File: config.mk
export PLATFORM = sky130hd
export DESIGN_NAME = pll_rst_seq
export DESIGN_NICKNAME = d
export VERILOG_FILES = /design/src/rtl/pll_rst_seq.sv
export SDC_FILE = /design/constraint.sdc
export NUM_CORES = 1
export LEC_CHECK = 0
export ABC_AREA = 0
export CAP_MARGIN = 10
export CORE_MARGIN = 2
export CORE_UTILIZATION = 55
export DETAILED_ROUTE_END_ITERATION = 8
export GPL_TIMING_DRIVEN = 0
export PLACE_DENSITY = 0.85
export SYNTH_ARGS = -nofsm -noshare
export SYNTH_HDL_FRONTEND = slang
export SYNTH_SLANG_ARGS = --single-unit
File: constraint.sdc
create_clock -name sys_clk -period 3.1 [get_ports sys_clk]
set_clock_uncertainty 0.15 [all_clocks]
set_input_delay 0.62 -clock sys_clk [delete_from_list [all_inputs] [get_ports sys_clk]]
set_output_delay 0.62 -clock sys_clk [all_outputs]
set_load 0.02 [all_outputs]
File: src/rtl/pll_rst_seq.sv
// Reset sequencer behind the PLL: synchronises lock, waits for a stable lock window,
// then releases staged active-low resets in order and raises ready.
module pll_rst_seq #(
    parameter int unsigned SYNC_STAGES     = 2,
    parameter int unsigned LOCK_STABLE_CYC = 1024,
    parameter int unsigned STAGE_GAP_CYC   = 16,
    parameter int unsigned NUM_STAGES      = 3,
    parameter int unsigned CNT_W           = 8
) (
    input  logic                  sys_clk,
    input  logic                  rst_n,
    input  logic                  pll_locked,
    input  logic                  soft_rst,
    output logic [NUM_STAGES-1:0] rst_stage_n,
    output logic                  ready,
    output logic [1:0]            state,
    output logic [CNT_W-1:0]      lock_loss_cnt
);

    localparam int unsigned STAB_W = (LOCK_STABLE_CYC > 1) ? $clog2(LOCK_STABLE_CYC) : 1;
    localparam int unsigned GAP_W  = (STAGE_GAP_CYC > 1) ? $clog2(STAGE_GAP_CYC) : 1;

    localparam logic [STAB_W-1:0]     STAB_LAST = STAB_W'(LOCK_STABLE_CYC - 1);
    localparam logic [GAP_W-1:0]      GAP_LAST  = GAP_W'(STAGE_GAP_CYC - 1);
    localparam logic [NUM_STAGES-1:0] FIRST_REL = NUM_STAGES'(1);
    localparam logic [CNT_W-1:0]      CNT_MAX   = '1;

    typedef enum logic [1:0] {
        ST_IDLE    = 2'd0,
        ST_STABLE  = 2'd1,
        ST_RELEASE = 2'd2,
        ST_RUN     = 2'd3
    } state_e;

    logic [SYNC_STAGES-1:0] sync_q;
    logic                   lock_s;
    logic                   lock_d_q;
    logic                   lock_fall;

    state_e                 state_q, state_d;
    logic [STAB_W-1:0]      stab_q, stab_d;
    logic [GAP_W-1:0]       gap_q, gap_d;
    logic [NUM_STAGES-1:0]  stage_q, stage_d;
    logic                   ready_q, ready_d;
    logic [CNT_W-1:0]       loss_q;

    // Lock synchroniser; nothing else looks at pll_locked.
    always_ff @(posedge sys_clk or negedge rst_n) begin
        if (!rst_n) begin
            sync_q   <= '0;
            lock_d_q <= 1'b0;
        end else begin
            sync_q   <= {sync_q[SYNC_STAGES-2:0], pll_locked};
            lock_d_q <= lock_s;
        end
    end

    assign lock_s    = sync_q[SYNC_STAGES-1];
    assign lock_fall = lock_d_q & ~lock_s;

    // Saturating lock-loss event counter, counts every falling edge of lock_s.
    always_ff @(posedge sys_clk or negedge rst_n) begin
        if (!rst_n) begin
            loss_q <= '0;
        end else if (lock_fall && (loss_q != CNT_MAX)) begin
            loss_q <= loss_q + CNT_W'(1);
        end
    end

    // FSM and sequencing state registers.
    always_ff @(posedge sys_clk or negedge rst_n) begin
        if (!rst_n) begin
            state_q <= ST_IDLE;
            stab_q  <= '0;
            gap_q   <= '0;
            stage_q <= '0;
            ready_q <= 1'b0;
        end else begin
            state_q <= state_d;
            stab_q  <= stab_d;
            gap_q   <= gap_d;
            stage_q <= stage_d;
            ready_q <= ready_d;
        end
    end

    // Next-state and next-output logic; lock loss outranks soft reset.
    always_comb begin
        state_d = state_q;
        stab_d  = stab_q;
        gap_d   = gap_q;
        stage_d = stage_q;
        ready_d = ready_q;

        unique case (state_q)
            ST_IDLE: begin
                stab_d  = '0;
                gap_d   = '0;
                stage_d = '0;
                ready_d = 1'b0;
                if (lock_s) begin
                    state_d = ST_STABLE;
                end
            end
            ST_STABLE: begin
                if (stab_q == STAB_LAST) begin
                    stab_d  = '0;
                    gap_d   = '0;
                    stage_d = FIRST_REL;
                    if (NUM_STAGES == 1) begin
                        state_d = ST_RUN;
                        ready_d = 1'b1;
                    end else begin
                        state_d = ST_RELEASE;
                    end
                end else begin
                    stab_d = stab_q + STAB_W'(1);
                end
            end
            ST_RELEASE: begin
                if (gap_q == GAP_LAST) begin
                    gap_d   = '0;
                    stage_d = NUM_STAGES'({stage_q, 1'b1});
                    if (&stage_d) begin
                        state_d = ST_RUN;
                        ready_d = 1'b1;
                    end
                end else begin
                    gap_d = gap_q + GAP_W'(1);
                end
            end
            ST_RUN: begin
                stage_d = '1;
                ready_d = 1'b1;
            end
            default: begin
                state_d = ST_IDLE;
            end
        endcase

        if (state_q != ST_IDLE) begin
            if (!lock_s) begin
                state_d = ST_IDLE;
                stab_d  = '0;
                gap_d   = '0;
                stage_d = '0;
                ready_d = 1'b0;
            end else if (soft_rst) begin
                state_d = ST_STABLE;
                stab_d  = '0;
                gap_d   = '0;
                stage_d = '0;
                ready_d = 1'b0;
            end
        end
    end

    assign rst_stage_n   = stage_q;
    assign ready         = ready_q;
    assign state         = state_q;
    assign lock_loss_cnt = loss_q;

endmodule

==> results.md, run 1 <==
- Outcome: completed
- Cell taking the most area after synthesis: dfrtp_1
- GPL Wtd Cong: 0.8619
- Leak pwr: 0.7761 nW
- DR vias: 1289
- Most used DFF post-synth: dfrtp_1
- Slowest stage delay, CP: 0.67 ns
- Post-synth net total: 159
- Maxcap violations: 0
- Cts hold-fix bufs: 0
- Vias in the first global route: 1229
- Critical Path Fanout Max: 9
- GRT Resource Usage Total: 23.08%
- Pre-CTS setup slack: 0.7184 ns
- Vias/cell: 6.167
- Syn_area_per_cell: 10.34 µm²
- Root Driver: clkbuf_4
- Row count: 19
- Drt wl/cell: 15.37 µm
- Total CTS buffers: 5
- P_sw: 0.2940 mW
- Sequential element share of the synthesized area: 49.36%
- Critical Path End Type: output port
- Port Buf Inserts: 17
- First-pass GRT wire length: 5.609 mm
- CTS tree: built
- Area Overhead vs Synth: 19.43%
- Min Tclk post-route: 2.286 ns
- CP max stage cell: clkdlybuf4s50_1
- Ys Warns: 0
- Clk Latency, worst-skew pair: 0.34 ns
- Part of the power in the clock network: 27.7%
- Met2 wire length: 1.528 mm
- Mapped Area: 0.001572 mm²
- # resized after CTS: 0
- Max-slew headroom: 55.83%
- Met1 Wirelength: 1.407 mm
- Final Max Tran Viols: 0
- H-tree lvl count: 2
- Mapped Cells: 152
- Maximum clock rate: 437.4 MHz
- WL final: 3.213 mm
- Reg power frac: 49.9%
- Number of library cell types mapped by synthesis: 40
- Die width: 57.46 µm
- WHS: 0.2062 ns
- DR top layer: met4
- Core ar.: 0.002734 mm²
- Sink Count: 31
- Fill cells: 195
- I/O pin count: 18
- Buffers & Inverters on Critical Path: 1
- Fin. Hold Viols: 0
- Top delay family on crit path: buffers and inverters
- Area share of the largest cell type after synthesis: 49.36%
- Diodes inserted: 0
- Grt ovf: 0
- Die H: 57.46 µm
- Final nets: 184
- Number of synthesized flops with an enable pin: 0
- Synth area leaders: dfrtp_1 (49%), a21oi_1 (3.5%), xnor2_1 (3.3%)
- Asr flop ratio synth: 100.0%
- Post-layout util: 68.65%
- Clock buffer depth: 2
- Crit Path Class: flop to output port
- PnR worst setup slack: 0.8139 ns
- Int Power: 0.6895 mW
- 1st-iter DRT viols: 48
- PwrDens: 524.0 mW/mm²
- Initial antenna violation count: 0
- Largest net degree at the start of global routing: 22
- Crit path DAT: 1.52 ns
- Crit path cell chain: clkdlybuf4s50_1
- DRT Pass-1 Iters: 4
- DR DRC count: 0
- Worst VDD drop: 0.5408 mV
- Post-DP HPWL: 2.307 mm
- Clk pin slew, worst setup/hold paths: 0.09 ns
- Crit path launch type: flop
- RSZ-0062 raised after global routing: no
- Routed length on met3: 203 µm
- Hold WC Path Type: flop to flop
- Antenna-violating nets left: 0
- Initial Util: 57.48%
- Fin crit share: 73.74%
- Endpoints failing setup: 0
- Worst path required time: 2.33 ns
- Least-Margin Pin Slew: 0.6556 ns
- Layout cells sized above 1: 11.24%
- Post-CTS Setup Repair Bufs: 0
- Die area: 0.003301 mm²
- Comb power frac: 22.4%
- Switching part of the total power: 29.89%
- TNS Setup: 0 ns
- Synthesis-stage register bit count: 31
-- cells by family (layout without fill, tap and decap cells) --
family                     Yosys count  count (layout)  share of synthesized area (%)
xor gates and xnor gates             9               9                          5.016
adders and majority gates            3               3                          2.389
AOI/OAI and AO/OA                   30              30                          14.41
buffers and inverters                8              34                          3.025
DFF                                 31              31                          49.36
muxes                                3               3                          2.070
and+or+nand+nor                     68              68                          23.73
-- metal layers --
layer,vias to the layer above,track usage (%)
met4,0,11.96
met1,622,28.94
li1,617,-
met3,5,8.617
met2,45,34.90
met5,-,0
-- metrics by stage --
step,cell area [µm²],total power [mW],cells
after detailed placement,1808,0.7223,201
after global routing,1877,1.039,209
after global placement,1780,0.7096,200
after floorplan,1572,0.6103,152
after CTS,1877,0.9964,209
final,1877,0.9835,209
-- Yosys cell counts, drive strengths merged (2+ instances only) --
library cell,number
dfrtp,31
nand2,13
nor2,12
a21oi,11
nor3,10
and3,9
nand3,6
xnor2,6
nand4,5
o21ai,5
buf,4
ha,3
inv,3
xor2,3
a22oi,2
a311o,2
a32oi,2
and4,2
mux2,2
nand3b,2
nor2b,2
or3,2
-- power by group through the flow --
stage / logic [mW] / registers [mW] / clock network (mW)
after detailed placement: 0.223 / 0.500 / 0
final: 0.220 / 0.491 / 0.273
after global placement: 0.214 / 0.496 / 0
after CTS: 0.224 / 0.492 / 0.280
after global routing: 0.240 / 0.499 / 0.300
after floorplan: 0.0724 / 0.538 / 0
-- worst paths after layout --
kind                           start         to  slack, ns  depth (start not counted)
max in group asynchronous      rst_n  sync_q[0]       1.80                          2
max reg2reg                 gap_q[0]   state[0]       1.18                          6
min                        sync_q[0]  sync_q[1]       0.21                          0
min reg2reg                sync_q[0]  sync_q[1]       0.21                          0
min in group asynchronous      rst_n  stab_q[9]       0.50                          1
max                         state[1]   state[1]       0.81                          1
-- state kept, by name, indices dropped and copies added, names as in the netlist --
signal         flops
sync_q             2
stab_q            10
gap_q              4
lock_loss_cnt      8
rst_stage_n        3
lock_d_q           1
ready              1
state              2
-- cells in the final DEF (no fill, tap or decap), types with 3 or more instances in the layout --
master | Yosys | final
a21oi_1 | 11 | 11
and3_1 | 5 | 5
and3_4 | 3 | 3
clkbuf_4 | 0 | 5
clkdlybuf4s50_1 | 0 | 17
dfrtp_1 | 31 | 31
ha_1 | 3 | 3
inv_1 | 3 | 3
nand2_1 | 13 | 13
nand3_1 | 6 | 6
nand4_1 | 5 | 5
nor2_1 | 12 | 12
nor3_1 | 10 | 10
o21ai_0 | 5 | 5
xnor2_1 | 6 | 6
xor2_1 | 3 | 3
-- cell type report --
cell class	instances	area (µm²)	share of cell area (%)
Buffer	5	36.28	1.933
Clock buffer	8	68.82	3.667
Inverter	3	11.26	0.6000
Multi-Input combinational cell	113	748.2	39.87
Sequential cell	31	775.7	41.33
Tap cell	31	38.79	2.067
Timing Repair Buffer	18	197.7	10.53
No activity file was read; power rests on OpenSTA's default activity.
==> run 2, diff against run 1 <==
--- a/config.mk
+++ b/config.mk
@@ -8,10 +8,10 @@
 export ABC_AREA = 0
 export CAP_MARGIN = 10
 export CORE_MARGIN = 2
-export CORE_UTILIZATION = 55
+export CORE_UTILIZATION = 49
 export DETAILED_ROUTE_END_ITERATION = 8
 export GPL_TIMING_DRIVEN = 0
-export PLACE_DENSITY = 0.85
+export PLACE_DENSITY = 0.81
 export SYNTH_ARGS = -nofsm -noshare
 export SYNTH_HDL_FRONTEND = slang
 export SYNTH_SLANG_ARGS = --single-unit
==> constraint.sdc (replaced) <==
create_clock -name sys_clk -period 1.8 [get_ports sys_clk]
set_clock_uncertainty 0.15 [all_clocks]
set_input_delay 0.36 -clock sys_clk [delete_from_list [all_inputs] [get_ports sys_clk]]
set_output_delay 0.36 -clock sys_clk [all_outputs]
set_load 0.02 [all_outputs]
==> results.md, run 2 (same netlist as run 1, synthesis figures left out) <==
- Final Max Tran Viols: 0 (unchanged)
- Area Overhead vs Synth: 28.42%
- Initial antenna violation count: 0 (unchanged)
- Grt ovf: 0 (unchanged)
- Vias/cell: 5.978 (-3.1%)
- Die area: 0.003676 mm² (+11%)
- Core ar.: 0.003053 mm² (+12%)
- Sink Count: 31 (unchanged)
- Crit path launch type: flop
- Fin. Hold Viols: 0 (unchanged)
- First-pass GRT wire length: 6.044 mm (+7.8%)
- Die width: 60.63 µm (+5.5%)
- Maxcap violations: 0 (unchanged)
- Fin crit share: 100.8%
- Worst path depth: 5 (+4)
- Clk pin slew, worst setup/hold paths: 0.10 ns (about the same)
- Largest net degree at the start of global routing: 22 (unchanged)
- Post-layout util: 66.11% (-2.5 points)
- DR DRC count: 0 (unchanged)
- Outcome: complete, but fails checks
- GPL Wtd Cong: 0.8285 (-3.9%)
- CP max stage cell: dfrtp_2
- Failing checks: negative setup slack
- Clock buffer depth: 2 (unchanged)
- Critical Path End Type: flop
- Vias in the first global route: 1392 (+13%)
- Number of flip-flops in the largest register: 10 (unchanged)
- Endpoints failing setup: 1 (+1)
- Post-DP HPWL: 2.524 mm (+9.4%)
- Initial Util: 51.48% (-6.0 points)
- Worst path required time: 1.87 ns (-0.46 ns)
- Top reg by flops: stab_q
- Max-slew headroom: 50.40% (-5.4 points)
- Pre-CTS setup slack: -0.3673 ns (-1.086 ns)
- Crit path DAT: 1.88 ns (+0.36 ns)
- CTS tree: built
- Final total power: 1.730 mW (+76%)
- Layout cells sized above 1: 21.28% (+10 points)
- Worst Hold Depth: 0 (unchanged)
- Buffers & Inverters on Critical Path: 1 (unchanged)
- TNS Setup: -0.01353 ns (-0.01353 ns)
- 1st-iter DRT viols: 81 (+69%)
- Most common cell after layout, fill and taps aside: dfrtp_1
- PwrDens: 857.3 mW/mm² (+64%)
- Port Buf Inserts: 17 (unchanged)
- Root Driver: clkbuf_4
- DR vias: 1387 (+7.6%)
- Top delay family on crit path: flip-flops
- H-tree lvl count: 2 (unchanged)
- Leak pwr: 0.8684 nW (+12%)
- Antenna-violating nets left: 0 (unchanged)
- Crit Path Class: flop to flop
- Min Tclk post-route: 1.814 ns
- Total CTS buffers: 5 (unchanged)
- Final nets: 194 (+5.4%)
- I/O pin count: 18 (unchanged)
- Die H: 60.63 µm (+5.5%)
- Maximum clock rate: 551.4 MHz
- R2R depth: 5 (-1)
- Most frequent cells in the layout: dfrtp_1 (29), dlygate4sd2_1 (14), nor2_1 (12), nand2_1 (12), a21oi_1 (11)
- Diodes inserted: 0 (unchanged)
- Slowest stage delay, CP: 0.45 ns (-0.22 ns)
- Drt wl/cell: 16.52 µm (+7.5%)
- PnR worst setup slack: -0.01353 ns (-0.8275 ns)
- DRT Pass-1 Iters: 6 (+2)
- Least-Margin Pin Slew: 0.7362 ns (+0.08060 ns)
- GRT Resource Usage Total: 22.43% (-0.65 points)
- Crit path cell chain: ha_4, and3_4, a311oi_4, buf_6, mux2_4
- Clk Latency, worst-skew pair: 0.32 ns (-0.02 ns)
- WL final: 3.833 mm (+19%)
- WHS: 0.2127 ns (+0.006446 ns)
- Row count: 20 (+1)
- Worst VDD drop: 0.7710 mV (+43%)
- Hold WC Path Type: flop to flop
- RSZ-0062 raised after global routing: yes
- Critical Path Fanout Max: 5 (-4)
==> run 2: cell count changes in the layout (fill, tap and decap cells not counted), sizes merged <==
| cell | previous run | this run |
|---|---|---|
| clkdlybuf4s50 | 17 | 3 |
| dlygate4sd2 | 0 | 14 |
| buf | 5 | 15 |
| clkbuf | 9 | 8 |
| clkinv | 0 | 1 |
==> run 2: worst paths after layout <==
kind                                        from          endpoint  slack, ns
worst max-delay path            lock_loss_cnt[0]  lock_loss_cnt[1]      -0.01
worst min-delay path                   sync_q[0]         sync_q[1]       0.21
worst max register to register  lock_loss_cnt[0]  lock_loss_cnt[1]      -0.01
worst min register to register         sync_q[0]         sync_q[1]       0.21
max in group asynchronous                  rst_n  lock_loss_cnt[0]       0.71
min in group asynchronous                  rst_n         stab_q[9]       0.27
==> run 2: cell type report <==
cell class	instances	area, µm²
Fill cell	254	1035
Multi-Input combinational cell	113	815.8
Sequential cell	31	778.2
Timing Repair Buffer	29	266.5
Clock buffer	7	55.05
Tap cell	44	55.05
Buffer	4	31.28
Inverter	3	11.26
Clock inverter	1	5.005
==> run 2: metal layers <==
layer  global-route usage (%)  vias up  part of all wire, %
met5                        0        -                    0
met4                    13.04        0                  2.7
met3                    5.970       18                  6.5
met2                    36.41       72                   51
met1                    26.86      664                   40
li1                         -      633                    -
==> run 2: power breakdown <==
part / internal (mW) / switching, mW
Clock: 0.189 / 0.238
Combinational: 0.227 / 0.215
Sequential: 0.769 / 0.0917
Total: 1.18 / 0.545
==> run 2: what timing repair did <==
item / CTS / global route
hold buffers: 0 / 0
gates resized for setup: 19 / 7
endpoints found under the hold margin: 0 / 0
pin swaps: 2 / 7
endpoints found under the setup margin: 28 / 14
setup buffers: 9 / 2
==> run 2: per-stage QoR <==
step / std cells / cell area [µm²]
floorplan: 152 / 1583
global placement: 213 / 1808
detailed placement: 214 / 1836
CTS: 230 / 1964
global route: 232 / 2018
finish: 232 / 2018
==> run 2: worst register-to-register path: stages, from the launching register on <==
cell,delay (ns)
dfrtp_2,0.45
ha_4,0.17
and3_4,0.18
a311oi_4,0.31
buf_6,0.17
mux2_4,0.29
==> run 3, diff against run 2 <==
--- a/config.mk
+++ b/config.mk
@@ -7,6 +7,7 @@
 export LEC_CHECK = 0
 export ABC_AREA = 0
 export CAP_MARGIN = 10
+export CORE_ASPECT_RATIO = 1.2
 export CORE_MARGIN = 2
 export CORE_UTILIZATION = 49
 export DETAILED_ROUTE_END_ITERATION = 8
==> results.md, run 3 (same netlist as run 1, synthesis figures left out) <==
- Outcome: completed
- Hold EP: sync_q[1]
- Fin crit share: 98.52% (-2.2 points)
- GPL Wtd Cong: 0.8736 (+5.4%)
- Maximum clock rate: 563.9 MHz (+2.3%)
- Die width: 55.70 µm (-8.1%)
- Leak pwr: 0.8556 nW (-1.5%)
- Crit Path Class: flop to flop
- Number of flip-flops in the largest register: 10 (unchanged)
- Final nets: 193 (-0.52%)
- WL final: 3.526 mm (-8.0%)
- Most frequent cells in the layout: dfrtp_1 (28), dlygate4sd2_1 (13), nor2_1 (12), nand2_1 (12), a21oi_1 (11)
- 1st-iter DRT viols: 57 (-30%)
- Clock buffer depth: 2 (unchanged)
- Clk Latency, worst-skew pair: 0.34 ns (+0.02 ns)
- Endpoints failing setup: 0 (-1)
- Crit path DAT: 1.85 ns (-0.03 ns)
- Post-route cell area: 0.001991 mm² (-1.4%)
- Fill cells: 230 (-9.4%)
- Root Driver: clkbuf_4
- RSZ-0062 raised after global routing: yes
- Worst R2R Setup Slack: 0.03 ns (+0.04 ns)
- Vias in the first global route: 1337 (-4.0%)
- Top reg by flops: stab_q
- Final total power: 1.707 mW (-1.3%)
- Layout cells sized above 1: 21.39% (+0.11 points)
- Row count: 22 (+10%)
- Max-slew headroom: 52.20% (+1.8 points)
- DR vias: 1309 (-5.6%)
- Diodes inserted: 0 (unchanged)
- Largest net degree at the start of global routing: 20 (-9.1%)
- Critical Path End Type: flop
- H-tree lvl count: 2 (unchanged)
- R2R depth: 6 (+1)
- Critical Path Fanout Max: 8 (+3)
- Min-delay src: sync_q[0]
- GRT Resource Usage Total: 21.27% (-1.2 points)
- FF-to-FF Start: lock_loss_cnt[0]
- I/O pin count: 18 (unchanged)
- Sink Count: 31 (unchanged)
- First-pass GRT wire length: 5.899 mm (-2.4%)
- Drt wl/cell: 15.81 µm (-4.3%)
- DRT Pass-1 Iters: 4 (-2)
- Grt ovf: 0 (unchanged)
- Port Buf Inserts: 17 (unchanged)
- Clk pin slew, worst setup/hold paths: 0.10 ns (about the same)
- Final std cells w/o fill: 223 (-3.9%)
- Most common cell after layout, fill and taps aside: dfrtp_1
- Final Max Tran Viols: 0 (unchanged)
- Core ar.: 0.003055 mm² (about the same)
- Maxcap violations: 0 (unchanged)
- CTS tree: built
- DR DRC count: 0 (unchanged)
- Worst path required time: 1.88 ns (about the same)
- Initial Util: 51.43% (about the same)
- Least-Margin Pin Slew: 0.7148 ns (-0.02140 ns)
- Area Overhead vs Synth: 26.67%
- Die H: 66.04 µm (+8.9%)
- Antenna-violating nets left: 0 (unchanged)
- Total CTS buffers: 5 (unchanged)
- Fin. Hold Viols: 0 (unchanged)
- Initial antenna violation count: 0 (unchanged)
- Worst Hold Depth: 0 (unchanged)
- Crit path launch type: flop
- Worst VDD drop: 0.9543 mV (+24%)
- Hold WC Path Type: flop to flop
- Die area: 0.003678 mm² (about the same)
- Placed Cells: 206 (-3.7%)
- R2r endpoint: lock_loss_cnt[5]
- Post-DP HPWL: 2.438 mm (-3.4%)
- Vias/cell: 5.870 (-1.8%)
- Placed inst area: 0.001826 mm² (-0.55%)
- Min Tclk post-route: 1.773 ns (-0.04014 ns)
- PwrDens: 857.4 mW/mm² (about the same)
-- run 3: through the flow --
stage	util, %	setup TNS [ns]	worst slack [ns]	hold slack (ns)
2_1_floorplan	-	-0.1678	-0.05846	-0.08559
3_3_place_gp	58.85	-12.17	-0.4406	0.1840
3_5_place_dp	59.75	-2.841	-0.3814	0.1992
4_1_cts	62.41	0	0.004266	0.2246
5_1_grt	65.15	-0.08834	-0.05338	0.2251
6_report	65.15	0	0.02660	0.2213
-- run 3: layout make-up --
cell class | instances | area [µm²] | area share, %
timing repair buffer | 28 | 260.3 | 13.07
clock inverter | 3 | 20.02 | 1.006
sequential | 31 | 779.5 | 39.16
tap | 36 | 45.04 | 2.263
inverter | 3 | 11.26 | 0.5657
clock buffer | 5 | 37.54 | 1.886
buffer | 4 | 31.28 | 1.571
multi-input combinational | 113 | 805.8 | 40.48
-- run 3: metal layers --
metal,part of all wire [%],track usage (%)
met1,42,25.06
met2,52,34.08
met3,4.4,6.262
met4,1.7,13.41
met5,0,0
-- run 3: repair_timing --
item                       CTS  global route
pin swaps                    1             4
setup endpoints to repair   25            12
hold buffers                 0             0
cloned                       0             0
resized for setup           18             9
setup buffers                5             5
-- run 3: worst max-delay path by stage --
stage	depth (start not counted)	end	startpoint
after floorplan	4	lock_loss_cnt[1]	lock_loss_cnt[1]
after global placement	1	lock_loss_cnt[0]	rst_n
after detailed placement	5	rst_stage_n[1]	soft_rst
after CTS	5	lock_loss_cnt[1]	lock_loss_cnt[1]
after global routing	6	lock_loss_cnt[5]	lock_loss_cnt[1]
final	6	lock_loss_cnt[5]	lock_loss_cnt[0]
-- run 3: report_power, final --
| group | total, mW | switching [mW] | internal (mW) |
|---|---|---|---|
| Sequential | 0.857 | 0.0876 | 0.769 |
| Clock | 0.406 | 0.257 | 0.149 |
| Combinational | 0.444 | 0.215 | 0.229 |
| Total | 1.71 | 0.560 | 1.15 |
-- run 3: critical path: stages, from the launching register on --
cell and delay, ns:
dfrtp_2 0.45, ha_4 0.16, and3_4 0.18, a311oi_4 0.25, buf_6 0.17, nand4_1 0.14, xnor2_1 0.16
